$ cat config.mk
export PLATFORM = sky130hd
export DESIGN_NAME = branch_redirect
export DESIGN_NICKNAME = d
export VERILOG_FILES = /design/src/rtl/branch_redirect.sv
export SDC_FILE = /design/constraint.sdc
export NUM_CORES = 1
export LEC_CHECK = 0
export ABC_CLOCK_PERIOD_IN_PS = 2650
export BUFFER_PORTS_ARGS = -buffer_cell sky130_fd_sc_hd__buf_2
export CORE_ASPECT_RATIO = 1.2
export CORE_MARGIN = 1
export CORE_UTILIZATION = 52
export CTS_CLUSTER_SIZE = 24
export DETAILED_ROUTE_END_ITERATION = 7
export PLACE_DENSITY_LB_ADDON = 0.25
export SETUP_SLACK_MARGIN = 0.02
export SYNTH_ARGS = -nofsm -noshare
export SYNTH_HDL_FRONTEND = slang
export SYNTH_SLANG_ARGS = --single-unit
$ cat constraint.sdc
create_clock -name clk -period 2.65 [get_ports clk]
set_input_delay 0 -clock clk [delete_from_list [all_inputs] [get_ports clk]]
set_output_delay 0 -clock clk [all_outputs]
set_load 0.005 [all_outputs]
$ cat src/rtl/branch_redirect.sv
// Fetch-PC owner: resolves execute-stage control transfers, kills wrong-path IF/ID, vectors on misaligned targets.
// Latency: flush/trap/link combinational in the resolving cycle; if_pc shows the target one edge later.
// Backpressure: stall holds the fetch PC unless a redirect or trap is resolved in the same cycle.
module branch_redirect #(
  parameter logic [31:0] RESET_PC = 32'h0000_0000,
  parameter logic [31:0] TRAP_VEC = 32'h0000_0100
) (
  input  logic        clk,
  input  logic        rst,
  input  logic        stall,
  input  logic        ex_valid,
  input  logic [1:0]  ex_kind,
  input  logic [31:0] ex_pc,
  input  logic [31:0] ex_imm,
  input  logic [31:0] ex_rs1,
  input  logic        cmp_out,
  output logic [31:0] if_pc,
  output logic        if_valid,
  output logic        flush_if,
  output logic        flush_id,
  output logic [31:0] ex_link,
  output logic        trap,
  output logic [31:0] trap_epc,
  output logic [15:0] redirect_cnt
);

  typedef enum logic [1:0] {ST_BOOT, ST_RUN, ST_TRAP} state_t;

  state_t      r_state, w_state_nxt;
  logic [31:0] r_pc, w_pc_nxt;
  logic        r_vld, w_vld_nxt;
  logic [31:0] r_epc, w_epc_nxt;
  logic [15:0] r_cnt, w_cnt_nxt;

  logic        w_in_run;
  logic        w_take;
  logic [31:0] w_sum;
  logic [31:0] w_target;
  logic        w_misalign;
  logic        w_redirect;

  // Execute-stage inputs only matter while fetching normally; BOOT and TRAP ignore them.
  assign w_in_run   = (r_state == ST_RUN);
  assign w_take     = w_in_run & ex_valid &
                      (((ex_kind == 2'd1) & cmp_out) | (ex_kind == 2'd2) | (ex_kind == 2'd3));
  // jalr adds to rs1 and drops bit 0; branches and jal are PC-relative.
  assign w_sum      = ((ex_kind == 2'd3) ? ex_rs1 : ex_pc) + ex_imm;
  assign w_target   = (ex_kind == 2'd3) ? {w_sum[31:1], 1'b0} : w_sum;
  assign w_misalign = w_take & (w_target[1:0] != 2'b00);
  assign w_redirect = w_take & ~w_misalign;

  // A trap also redirects fetch, so both wrong-path stages are killed on any take.
  assign flush_if = w_take;
  assign flush_id = w_take;
  assign trap     = w_misalign;
  assign ex_link  = ex_pc + 32'd4;

  assign if_pc        = r_pc;
  assign if_valid     = r_vld;
  assign trap_epc     = r_epc;
  assign redirect_cnt = r_cnt;

  // State register.
  always_ff @(posedge clk or posedge rst) begin
    if (rst) r_state <= ST_BOOT;
    else     r_state <= w_state_nxt;
  end

  // Next state and next fetch PC; trap beats redirect beats stall beats sequential.
  always_comb begin
    w_state_nxt = r_state;
    w_pc_nxt    = r_pc;
    w_vld_nxt   = r_vld;
    w_epc_nxt   = r_epc;
    w_cnt_nxt   = r_cnt;
    case (r_state)
      ST_BOOT: begin
        w_state_nxt = ST_RUN;
        w_vld_nxt   = 1'b1;
      end
      ST_RUN: begin
        if (w_misalign) begin
          w_state_nxt = ST_TRAP;
          w_pc_nxt    = TRAP_VEC;
          w_epc_nxt   = ex_pc;
          w_vld_nxt   = 1'b0;
        end else if (w_redirect) begin
          w_pc_nxt = w_target;
          if (r_cnt != 16'hFFFF) w_cnt_nxt = r_cnt + 16'd1;
        end else if (!stall) begin
          w_pc_nxt = r_pc + 32'd4;
        end
      end
      ST_TRAP: begin
        w_state_nxt = ST_RUN;
        w_vld_nxt   = 1'b1;
      end
      default: begin
        w_state_nxt = ST_BOOT;
        w_vld_nxt   = 1'b0;
      end
    endcase
  end

  // Fetch PC, valid, trap EPC and redirect counter registers.
  always_ff @(posedge clk or posedge rst) begin
    if (rst) begin
      r_pc  <= RESET_PC;
      r_vld <= 1'b0;
      r_epc <= 32'h0000_0000;
      r_cnt <= 16'h0000;
    end else begin
      r_pc  <= w_pc_nxt;
      r_vld <= w_vld_nxt;
      r_epc <= w_epc_nxt;
      r_cnt <= w_cnt_nxt;
    end
  end

endmodule

==> flow_metrics.tcl, run 1 <==
set metrics [dict create \
    synth_top_family_by_area "simple AND/OR/NAND/NOR gates" \
    ys.flop_type "dfrtp_1" \
    synth_top_area_share_pct 32.1 \
    synth-xor-area-share_pct 13.6 \
    antenna_found_initial 0 \
    cts.clk_slew.worst_paths_ns 0.07 \
    grt_pass1_vias 6983 \
    syn_area_per_cell_um2 9.35 \
    arrival_ns 2.81 \
    cts.path.max_buffers 2 \
    cp_slowest_cell "dlygate4sd3_1" \
    synth-simple-area-share_pct 17.5 \
    numCtsBuffers 9 \
    reg2regPathDepth 7 \
    drt-initial-drc-count 331 \
    place_congestion 0.972 \
    ir_worst_vdd_v 0.000493 \
    ys_async_sr_fraction_pct 100 \
    maxSlewHeadroom_pct 67.2 \
    num_vias 6862 \
    hpwl_um 16400 \
    hold_ws_ns 0.121 \
    ys_seq_area_share_pct 32.1 \
    dieArea_um2 12700 \
    port_buffers 218 \
    drive_gt1_share_pct 42.3 \
    synth_adder_area_share_pct 8.35 \
    fin_skew_ns 0.00755 \
    post_drt_wl_per_cell_um 18.2 \
    crit_path_cell_trace "dlygate4sd3_1 -> buf_2 -> mux2_2 -> ha_1 -> buf_4 -> and2_1 -> buf_4 -> a21oi_1 -> o211ai_1 -> buf_4 -> buf_4 -> a31oi_2 -> mux2i_1 -> o21ai_1" \
    status "complete, no violations" \
    instances_no_fill 1182 \
    cts_tree "built" \
    yosys_warnings 0 \
    pwr_density_cell_nw_per_um2 626 \
    rr_startpoint "if_pc[10]" \
    finalCriticalPeriod_ns 2.59 \
    ant_nets 0 \
    tightest_slew_ns 0.490 \
    endpoint_kind "register" \
    synth_top_cell_by_area "dfrtp_1" \
    route.detailed.drc 0 \
    ys_seq_elements 82 \
    path_class "in2reg" \
    r2r-end "if_pc[24]" \
    overflow 0 \
    via_per_inst 5.81 \
    synth_compound_area_share_pct 13.8 \
    insertion_delay_ns 0.34 \
    grt_first_pass_wirelength_um 33000 \
    postRouteWirelength_um 21600 \
    worstPathMaxFanout 6 \
    nets 1165 \
    cts.sinks 82 \
    synth-edff-count 0 \
    fmax_mhz 386 \
    placementRows 43 \
    die_w_um 103 \
    coreArea_um2 11800 \
    setup_violations 0 \
    num_io_pins 219 \
    diodes 0 \
    max_cap_viol_count 0 \
    cts_root_buffer "clkbuf_16" \
    hold_violations 0 \
    final.period_utilization_pct 97.7 \
    grt_setup_unrepaired "false" \
    synthesis.area_um2 6380 \
    start_kind "input pin" \
    min_path_cells 5 \
    p_leak_nw 4.38 \
    critPathRequiredTime_ns 2.88 \
    final_cell_mix "buf_2 (218), buf_4 (95), dfrtp_1 (82), mux2_2 (64)" \
    synth_fp_nets 828 \
    fp.dieH_um 123 \
    slew_violations 0 \
    grt_max_degree 36 \
    rrSetupSlack_ns 0.29 \
    synth.area.mux_share_pct 11.8 \
    total_power_mw 5.71 \
    ys_types 64 \
    dr.pass1.iters 5 \
    final_common_cell "buf_2" \
    cp_common_cell "buf_4" \
    min-delay-start "stall" \
    critical_path.max_stage_delay_ns 0.55 \
    initial_core_util_pct 54.2 \
    hold_class "in2reg" \
    netlist_top_cells_area "dfrtp_1 (32%), mux2_2 (11%), ha_1 (8.0%)" \
    syn_inst 683 \
    grt_usage_pct 33.8 \
    min_to "if_pc[4]" \
    placed_cells 1130 \
    htreeDepth 3 \
    syn2layout_area_growth_pct 42.8 \
]
==> critical path: cells and delay by family <==
family | cells | cell delay, ns
AOI/OAI and AO/OA | 4 | 0.47
buffers and inverters | 6 | 1.31
adders and majority gates | 1 | 0.32
and+or+nand+nor | 1 | 0.14
muxes | 2 | 0.57
==> cell usage after synthesis (all sizes together) (16+ instances only) <==
library cell  count
mux2             64
clkbuf           16
nor2             43
a21oi            28
nand2            55
ha               41
o21ai            26
dfrtp            82
xor2             48
nand4            19
inv              19
o22ai            24
nand3            31
xnor2            51
==> stage by stage <==
| step | TNS, ns | util [%] | setup WS (ns) | cell area, µm² |
|---|---|---|---|---|
| 2_1_floorplan | -0.555 | - | -0.0201 | 6390 |
| 3_3_place_gp | -2.02 | 70.8 | -0.246 | 8340 |
| 3_5_place_dp | -2.45 | 70.8 | -0.281 | 8340 |
| 4_1_cts | 0 | 76.1 | 0.0267 | 8960 |
| 5_1_grt | 0 | 77.4 | 0.00776 | 9110 |
| 6_report | 0 | 77.4 | 0.0613 | 9110 |
==> report_power, final <==
part           switching, mW  total, mW  internal [mW]  leakage, nW
sequential             0.355       2.02           1.67         1.04
combinational           1.15       2.43           1.28         3.20
clock                  0.593       1.26          0.665        0.140
==> cell families (layout without fill, tap and decap cells) <==
family / count (synthesis) / in the layout
compound gates: 135 / 135
flops: 82 / 82
fa+ha+maj: 42 / 42
xor+xnor: 99 / 99
mux: 67 / 67
simple gates: 214 / 214
buf+inv: 44 / 386
==> layout make-up <==
class / count / area [µm²]
well taps: 157 / 196
flip-flops and latches: 82 / 2050
multi-input cells: 557 / 4290
fillers: 842 / 2670
clock inverters: 7 / 68.8
repair buffers: 350 / 2210
inverters: 20 / 76.3
clock buffers: 9 / 225
==> routing by layer <==
layer  global-route usage (%)  wire, µm
met4                     17.6      1000
met3                     5.77      1130
met1                     34.6      8070
met5                        0         0
met2                     64.5     11400
==> what timing repair did <==
action | in CTS | in global routing
hold buffers | 33 | 0
endpoints found under the hold margin | 56 | 0
buffers inserted | 0 | 3
endpoints found under the setup margin | 0 | 15
gates resized for setup | 0 | 32
==> state kept, by name, indices dropped and copies added (netlist names) <==
register	cells
redirect_cnt	16
if_valid	1
if_pc	32
r_state	1
trap_epc	32
==> worst max-delay path by stage <==
stage / start / endpoint / slack, ns / cells past startpoint
floorplan: ex_kind[1] / trap_epc[10] / -0.02 / 9
global placement: ex_kind[1] / if_pc[30] / -0.25 / 13
detailed placement: ex_kind[1] / if_pc[30] / -0.28 / 13
CTS: ex_pc[8] / if_pc[29] / 0.03 / 12
global route: ex_kind[1] / if_pc[9] / 0.008 / 14
finish: ex_pc[16] / if_pc[30] / 0.06 / 14
(Power assumes the default switching activity.)
==> run 2: changes to the inputs <==
- CORE_UTILIZATION: 52 -> 53
- CTS_BUF_LIST: not set -> sky130_fd_sc_hd__clkbuf_8
==> run 2 against run 1 <==
  * Sequential cell count stayed put
  * Sequential power about the same
  * Setup slack better by 0.071 ns
  * Cell count is 0.42% higher
  * Design area is 0.44% lower
  * Combinational power is essentially flat
  * Worst hold slack got worse by 0.027 ns
  * Clock-buffer cell count unchanged
  * Die area shrank 1.9%
  * Clock skew is 0.0051 ns higher
  * Critical path type unchanged
==> flow_metrics.tcl, run 2 (same netlist as run 1, synthesis figures left out) <==
set metrics [dict create \
    fp.dieH_um 122 \
    status "complete, no violations" \
    rrSetupSlack_ns 0.30 \
    grt_setup_unrepaired "false" \
    initial_core_util_pct 54.9 \
    pwr_density_cell_nw_per_um2 602 \
    hpwl_um 16500 \
    placementRows 43 \
    grt_first_pass_wirelength_um 34600 \
    cts.sinks 82 \
    via_per_inst 5.77 \
    dr.pass1.iters 4 \
    grt_max_degree 54 \
    ir_worst_vdd_v 0.000498 \
    fin_util_pct 78.1 \
    htreeDepth 3 \
    setup_violations 0 \
    min-delay-start "stall" \
    reg2regPathDepth 7 \
    min_to "if_pc[4]" \
    final_cell_mix "buf_2 (218), buf_4 (100), dfrtp_1 (82), mux2_2 (64), nand2_1 (52)" \
    drt-initial-drc-count 281 \
    fmax_mhz 397 \
    r2r-end "if_pc[24]" \
    post_drt_wl_per_cell_um 18.5 \
    hold_violations 0 \
    final_common_cell "buf_2" \
    dieArea_um2 12500 \
    place_area_um2 8410 \
    num_io_pins 219 \
    nets 1170 \
    grt_pass1_vias 7042 \
    grt_usage_pct 36.0 \
    postRouteWirelength_um 22000 \
    insertion_delay_ns 0.37 \
    critPathRequiredTime_ns 2.95 \
    coreArea_um2 11600 \
    final.period_utilization_pct 95.0 \
    cts_root_buffer "clkbuf_8" \
    postCtsSetupBuffers 0 \
    overflow 0 \
    cts_tree "built" \
    antenna_found_initial 0 \
    ant_nets 0 \
    num_vias 6852 \
    place_congestion 0.937 \
    start_kind "input pin" \
    rr_startpoint "if_pc[10]" \
    syn2layout_area_growth_pct 42.2 \
    path_class "in2reg" \
    slew_violations 0 \
    endpoint_kind "register" \
    cts.path.max_buffers 2 \
    hold_class "in2reg" \
    numCtsBuffers 9 \
    tightest_slew_ns 0.574 \
    maxSlewHeadroom_pct 61.7 \
    cts.clk_slew.worst_paths_ns 0.10 \
    fin_area_um2 9070 \
    fin_skew_ns 0.0126 \
    worstPathMaxFanout 6 \
    diodes 0 \
    min_path_cells 5 \
    route.detailed.drc 0 \
    max_cap_viol_count 0 \
    die_w_um 102 \
    arrival_ns 2.82 \
    port_buffers 218 \
    p_leak_nw 4.37 \
    finalCriticalPeriod_ns 2.52 \
    drive_gt1_share_pct 42.0 \
]
[run 2: cell types whose count changed in the layout (fill, tap and decap cells not counted), sizes merged]
cell,delta
buf,+5
inv,-1
clkinvlp,-1
clkinv,+1
bufinv,+1
[run 2: layer usage]
layer | share of wire, % | vias up | track usage [%] | routed length, µm
met4 | 5.5 | 0 | 21.4 | 1210
met3 | 5.7 | 95 | 5.75 | 1250
met1 | 37 | 3234 | 38.6 | 8070
met2 | 52 | 342 | 65.7 | 11500
met5 | 0 | - | 0 | 0
li1 | - | 3181 | - | -
[run 2: stage by stage]
step | setup TNS, ns | worst slack (ns) | instances | power [mW] | hold slack (ns)
6_report | 0 | 0.132 | 1187 | 5.47 | 0.0931
5_1_grt | 0 | 0.0225 | 1187 | 5.77 | 0.0985
4_1_cts | 0 | 0.0336 | 1187 | 5.38 | 0.0675
3_5_place_dp | -3.75 | -0.351 | 1138 | 4.33 | 0.0681
3_3_place_gp | -2.66 | -0.293 | 1138 | 4.25 | 0.0426
2_1_floorplan | -0.555 | -0.0201 | 683 | 3.17 | 0.0265
[run 2: power breakdown]
group | internal [mW] | switching (mW)
clock network | 0.454 | 0.544
registers | 1.67 | 0.362
logic | 1.28 | 1.16
total | 3.40 | 2.07
[run 2: worst max-delay path by stage]
| stage | startpoint | end | slack, ns | cells after the start |
|---|---|---|---|---|
| 6_report | ex_pc[13] | if_pc[28] | 0.13 | 11 |
| 3_3_place_gp | ex_kind[1] | if_pc[28] | -0.29 | 12 |
| 3_5_place_dp | ex_kind[1] | if_pc[31] | -0.35 | 13 |
| 5_1_grt | ex_pc[17] | if_pc[27] | 0.02 | 11 |
| 2_1_floorplan | ex_kind[1] | trap_epc[10] | -0.02 | 9 |
| 4_1_cts | ex_pc[6] | if_pc[11] | 0.03 | 11 |
[run 2: worst max-delay path, cell delays in order]
cell and delay [ns]:
dlygate4sd3_1 0.53, buf_2 0.15, mux2_2 0.31, ha_1 0.32, nand4_1 0.15, o21ai_0 0.12, nor3_1 0.26, a21oi_2 0.13
a311oi_4 0.40, and4b_1 0.27, a211oi_2 0.18
[run 2: final cells by class]
cell class	instances	area (µm²)
clock buffers	9	124
well taps	157	196
flip-flops and latches	82	2050
repair buffers	355	2250
multi-input cells	557	4290
fillers	846	2550
clock inverters	7	83.8
inverters	20	76.3
[run 2: what timing repair did]
item | in CTS | in global routing
hold endpoints to repair | 61 | 0
setup endpoints to repair | 0 | 12
hold buffers | 33 | 0
resized for setup | 0 | 17
